--- config.mk ---
export PLATFORM = sky130hd
export DESIGN_NAME = rr_arbiter_8
export DESIGN_NICKNAME = d
export VERILOG_FILES = /design/src/rtl/rr_arbiter_8.sv
export SDC_FILE = /design/constraint.sdc
export NUM_CORES = 1
export LEC_CHECK = 0
export ABC_AREA = 1
export CAP_MARGIN = 20
export CORE_MARGIN = 2
export CORE_UTILIZATION = 50
export DETAILED_ROUTE_END_ITERATION = 16
export PLACE_DENSITY = 0.77
export SKIP_LAST_GASP = 1
export SLEW_MARGIN = 20
export SYNTH_ARGS = -nofsm -noshare
export SYNTH_HDL_FRONTEND = slang
export SYNTH_SLANG_ARGS = --single-unit
--- constraint.sdc ---
create_clock -name clk -period 2.4 [get_ports clk]
set_input_delay 0.48 -clock clk [delete_from_list [all_inputs] [get_ports clk]]
set_output_delay 0.48 -clock clk [all_outputs]
set_load 0.02 [all_outputs]
--- src/rtl/rr_arbiter_8.sv ---
// Eight-way round-robin arbiter with registered one-hot grant.
// Owner keeps the grant while requesting, up to MAX_HOLD cycles.
module rr_arbiter_8 #(
    parameter int MAX_HOLD = 15
) (
    input  logic       clk,
    input  logic       rst_n,
    input  logic [7:0] req,
    output logic [7:0] gnt,
    output logic [2:0] gnt_idx,
    output logic       gnt_valid
);

    localparam int CW = (MAX_HOLD > 15) ? $clog2(MAX_HOLD + 1) : 4;

    typedef enum logic {
        IDLE  = 1'b0,
        GRANT = 1'b1
    } state_t;

    state_t          state;
    state_t          state_nx;
    logic [2:0]      owner;
    logic [2:0]      owner_nx;
    logic [2:0]      ptr;
    logic [2:0]      ptr_nx;
    logic [CW-1:0]   cnt;
    logic [CW-1:0]   cnt_nx;
    logic [7:0]      cand;
    logic [2:0]      win;
    logic            win_any;
    logic            hold_done;
    logic            new_grant;
    logic [7:0]      gnt_nx;
    logic [2:0]      idx_nx;
    logic            valid_nx;

    // Owner has used up its slot once the counter reaches MAX_HOLD-1.
    assign hold_done = (MAX_HOLD != 0) && (cnt >= CW'(MAX_HOLD - 1));

    // Round-robin search from ptr; the current owner is never a candidate.
    always_comb begin
        cand = req;
        if (state == GRANT) begin
            cand[owner] = 1'b0;
        end
        win     = 3'd0;
        win_any = 1'b0;
        for (int i = 7; i >= 0; i--) begin
            if (cand[ptr + 3'(i)]) begin
                win     = ptr + 3'(i);
                win_any = 1'b1;
            end
        end
    end

    // Next-state logic: hold, release, timeout handoff or go idle.
    always_comb begin
        state_nx  = state;
        owner_nx  = owner;
        ptr_nx    = ptr;
        cnt_nx    = cnt;
        new_grant = 1'b0;
        unique case (state)
            IDLE: begin
                if (win_any) begin
                    new_grant = 1'b1;
                end
            end
            GRANT: begin
                if (!req[owner]) begin
                    if (win_any) begin
                        new_grant = 1'b1;
                    end else begin
                        state_nx = IDLE;
                        cnt_nx   = '0;
                    end
                end else if (hold_done && win_any) begin
                    new_grant = 1'b1;
                end else if (cnt != CW'(MAX_HOLD)) begin
                    cnt_nx = cnt + 1'b1;
                end
            end
        endcase
        if (new_grant) begin
            state_nx = GRANT;
            owner_nx = win;
            ptr_nx   = win + 3'd1;
            cnt_nx   = '0;
        end
    end

    // Output decode of the next owner, registered below.
    always_comb begin
        gnt_nx   = 8'h00;
        idx_nx   = 3'd0;
        valid_nx = 1'b0;
        if (state_nx == GRANT) begin
            gnt_nx   = 8'd1 << owner_nx;
            idx_nx   = owner_nx;
            valid_nx = 1'b1;
        end
    end

    // State, pointer, counter and output registers.
    always_ff @(posedge clk or negedge rst_n) begin
        if (!rst_n) begin
            state     <= IDLE;
            owner     <= 3'd0;
            ptr       <= 3'd0;
            cnt       <= '0;
            gnt       <= 8'h00;
            gnt_idx   <= 3'd0;
            gnt_valid <= 1'b0;
        end else begin
            state     <= state_nx;
            owner     <= owner_nx;
            ptr       <= ptr_nx;
            cnt       <= cnt_nx;
            gnt       <= gnt_nx;
            gnt_idx   <= idx_nx;
            gnt_valid <= valid_nx;
        end
    end

endmodule

Word-level counts from Yosys, hierarchy flattened

Cells that the tools add are included.

Register bits after elaboration: 23
Input port bits: 10
Output and inout port bits: 12
Logic and storage cells: 93

Add/subtract/negate cells: 9
Order comparisons: 11
Equal/unequal tests: 4
Shift-type cells: 1
Muxes and demuxes: 54
Bitwise gates (word level): 3
Reductions and logical operators: 4

Operators with widths:

| cell                  | count |
|---|---|
| $lt A3 B4 Y1 const B  | 9 |
| $mux W3               | 10 |
| $bmux W1 S3           | 9 |
| $mux W1               | 25 |
| $mux W4               | 6 |
| $mux W8               | 2 |
| $add A3 B3 Y3 const B | 4 |
| $and A8 B8 Y8         | 1 |
| $not A8 Y8            | 1 |
| $shl A1 B3 Y8 const A | 1 |
| $add A3 B1 Y3 const B | 2 |
| $add A3 B2 Y3 const B | 2 |
| $add A4 B1 Y4 const B | 1 |
| $ge A4 B4 Y1 const B  | 1 |
| $ne A4 B4 Y1 const B  | 1 |
| $reduce_and A4 Y1     | 1 |
| $demux W1 S3          | 1 |
| $ge A3 B1 Y1 const B  | 1 |
| $ne A3 B1 Y1 const B  | 1 |
| $ne A3 B2 Y1 const B  | 1 |
| $ne A3 B3 Y1 const B  | 1 |
| $logic_and A1 B1 Y1   | 2 |
| $pmux W1 S2           | 1 |
| $reduce_bool A2 Y1    | 1 |
| $not A1 Y1            | 1 |

Depth between registers and ports, before layout

Depth after elaboration: 24
Mapped depth: 20
Mapped depth without buffers: 19

Worst setup path after synthesis

Ideal clock, no wire load.

Kind: flip-flop to flip-flop
Start point: reg ptr[1]
End point: reg ptr[2]
Library setup time: 0.124 ns
Arrival time: 2.341 ns
Setup slack: -0.065 ns
Stages on the path, launching flop included: 18
Buffers on the path: 1
Path through: dfrtp_1 buf_2 clkinv_1 ha_1 inv_1 nand3_1 nand3_2 nand2_4 inv_1 a21oi_1 nand2_1 nand2_1 nand2_1 nand2_1 nand2_1 ha_1 o211ai_1 nand2_1

Word-level cells in the longest chain between the ends: 15
Elaborated cells on any way between the ends: 45
Those cells by class: add/sub: 8; mux: 36; reduce/logical: 1

RTL lines:

| item                          | RTL line | RTL |
|---|---|---|
| from (decl)                   | 25       | `logic [2:0] ptr;` |
| from (signal assigned)        | 118      | `ptr <= ptr_nx;` |
| $add A3 B3 Y3                 | 50, 51   |  |
| $bmux W1 S3                   | 50       | `if (cand[ptr + 3'(i)]) begin` |
| $mux W1 (not written as such) | 50       |  |
| $mux W1 (8 in series)         | 50       |  |
| $logic_and A1 B1 Y1           | 78       | `end else if (hold_done && win_any) begin` |
| $mux W1                       | 78       |  |
| $mux W1                       | 71       | `if (!req[owner]) begin` |
| $pmux W1 S2                   | 64       | `unique case (state)` |

Parallel ways exist; a longest one is shown, timed or not. The select of a mux whose other input is x is not followed.
A chain may end at the register's enable or synchronous reset.

Final worst setup path

Start point: reg ptr[0]
End point: reg ptr[2]

The elaborated chain is that of the path after synthesis.

==> out/results.tsv <==
metric	value	unit
outcome	complete, but fails checks	
violations	setup timing	
worst_clock_skew	0.0197	ns
critPathRequiredTime	2.59	ns
timing.fmax	407	MHz
hp-class	input pin to async pin	
critPathArrivalTime	2.64	ns
r2r-end	ptr[2]	
core	3340	um2
gr-total-overflow	0	
ys.flop_type	dfrtp_1	
drive_gt1_share	49.5	%
slew_headroom	79.0	%
worst_pin_slew	0.314	ns
worst_slack	-0.0540	ns
cp_common_cell	nand2_1	
dieArea	3950	um2
track_usage	24.3	%
synth_nets	264	
yosysMostFrequentCell	nand3_1	
cts-root-buf	clkbuf_4	
critical_path_class	register to register	
dpl_cell_area	2190	um2
ff2ff_path_depth	17	
r2r_setup_slack	-0.05	ns
ios	22	
path_max_fanout	5	
post-route-min-period	2.45	ns
nets	325	
die_x	62.8	um
routed_wl	5960	um
path_clk_slew	0.14	ns
synth_cell_type_count	29	
start_kind	register	
fin_area	2710	um2
maxCapViolCount	0	
rsz0062_at_grt	yes	
ys_seq_area_share	31.8	%
row_count	21	
die_y	62.8	um
cts_buffer_depth	2	
synth_commonest_cells	nand3_1 (62), nand2_1 (61), inv_1 (24), dfrtp_1 (22), nor2_1 (16)	
routedWlPerCell	16.8	um
max_stage_delay	0.44	ns
finalSetupViolations	4	
yosysWarnings	0	
n_antenna_cell	0	
drtIter0Drc	164	
area_growth	56.8	%
clock_latency	0.31	ns
viasPerCell	5.70	
async_flop_share	100	%
avgSynthCellArea	6.95	um2
syn_area	1730	um2
path_cells	inv_2 -> ha_4 -> buf_4 -> nand3_2 -> nand3_1 -> nand2_1 -> nand2_1 -> nand2_1 -> nand3_1 -> nand2_1 -> nand2_1 -> nand2_1 -> nand2_1 -> a21boi_1 -> ha_1 -> o211ai_1 -> nand2_1	
antenna_found_initial	0	
start_util	51.9	%
drtAntennaViolNets	0	
place_congestion	0.862	
finalHoldViolCount	0	
synth_edf_count	0	
synthCells	249	
cts_tree	built	
vias	2024	
portBuffers	21	
grt_start_max_net_pins	23	
place_hpwl	3570	um
synth-seq-cells	22	
synthTopCellsByArea	dfrtp_1 (32%), nand3_1 (18%), nand2_1 (13%)	
synth.top_cell.area_share	31.8	%
cts_inserted_buffers	3	
grt_pass1_vias	1860	
drc	0	
synth_area_leader_cell	dfrtp_1	
drt-pass1-iter-count	4	
grt_pass1_wl	7870	um
r2r_start	ptr[0]	
slew_viol_final	0	
numClockSinks	22	
critPathSlowestCell	dfrtp_1	
cts_max_level	1	
crit_path_end_kind	register	
period_share	102	%
## state kept, by name, summed over array words and instances, names as in the netlist
| register | flops |
|---|---|
| cnt | 4 |
| gnt | 8 |
| gnt_idx | 3 |
| gnt_valid | 1 |
| owner | 3 |
| ptr | 3 |
## final cells by class
cell class,instances,area [um2]
Inverter,31,123
Multi-Input combinational cell,191,1400
Sequential cell,22,557
Tap cell,46,57.6
Clock inverter,1,30.0
Fill cell,190,624
Clock buffer,3,22.5
Timing Repair Buffer,61,527
## worst max-delay path: cells and delay by family (launching register included)
kind | cells | cell delay (ns)
AO/OA/AOI/OAI | 2 | 0.25
adder cells (fa/ha/maj) | 2 | 0.51
buffers and inverters | 2 | 0.21
flip-flops | 1 | 0.44
AND/OR/NAND/NOR | 11 | 0.93
## per-layer routing
layer	track usage, %	up-vias	part of all wire, %
li1	-	946	-
met1	29.3	958	36
met2	46.1	97	54
met3	3.24	23	6.0
met4	4.72	0	3.5
met5	0	-	0
## per-stage QoR
step                      TNS, ns  setup slack [ns]  utilization, %  std cells  hold WS, ns
after global placement      -1.75            -0.205            65.7        341        0.505
after global routing        -1.43            -0.170            81.3        355        0.526
after CTS                       0           0.00311            67.8        346        0.524
after floorplan                 0            0.0953               -        249        0.184
after detailed placement    -2.14            -0.246            65.7        341        0.520
final                     -0.0768           -0.0540            81.3        355        0.513
## logic make-up (layout without fill, tap and decap cells)
group           after synthesis  after routing  share of synthesized area (%)
simple gates                162            162                           45.6
buf+inv                      36             96                           9.54
flops                        22             22                           31.8
compound gates               20             20                           7.45
fa+ha+maj                     5              5                           3.62
xor+xnor                      4              4                           2.02
## how the worst max path moves through the flow
| stage | startpoint | endpoint | slack, ns | cells after the start |
|---|---|---|---|---|
| final | ptr[0] | ptr[2] | -0.05 | 17 |
| after global routing | ptr[0] | ptr[1] | -0.17 | 17 |
| after global placement | req[1] | ptr[2] | -0.20 | 15 |
| after CTS | ptr[0] | ptr[2] | 0.003 | 16 |
| after floorplan | ptr[1] | ptr[2] | 0.1 | 17 |
| after detailed placement | req[1] | ptr[2] | -0.25 | 15 |
## cells in the final DEF (no fill, tap or decap), types with 2 or more instances in the layout
cell,synthesis,layout
nand3_2,5,50
nand2_1,61,49
buf_4,0,38
clkdlybuf4s50_1,0,21
inv_1,24,18
nand2_2,8,18
dfrtp_1,22,17
nand3_1,62,16
nor2_1,16,12
inv_2,5,11
a21oi_1,7,6
nor2_4,2,5
o21ai_0,5,5
dfrtp_2,0,5
nand2_4,1,3
nor2_2,2,3
ha_1,5,3
clkbuf_4,0,3
o211ai_1,2,2
o21ai_2,3,2
nor3_1,2,2
## timing repair
| item | in CTS | in global routing |
|---|---|---|
| endpoints found under the setup margin | 2 | 21 |
| buffers inserted | 1 | 9 |
| gates resized for setup | 1 | 89 |
| pin swaps | 0 | 11 |
| hold buffers | 0 | 0 |
| cloned | 0 | 0 |
Power is left out: the tool's default activity adds up to more than one toggle a clock period on the data nets, which glitch-free logic cannot reach.
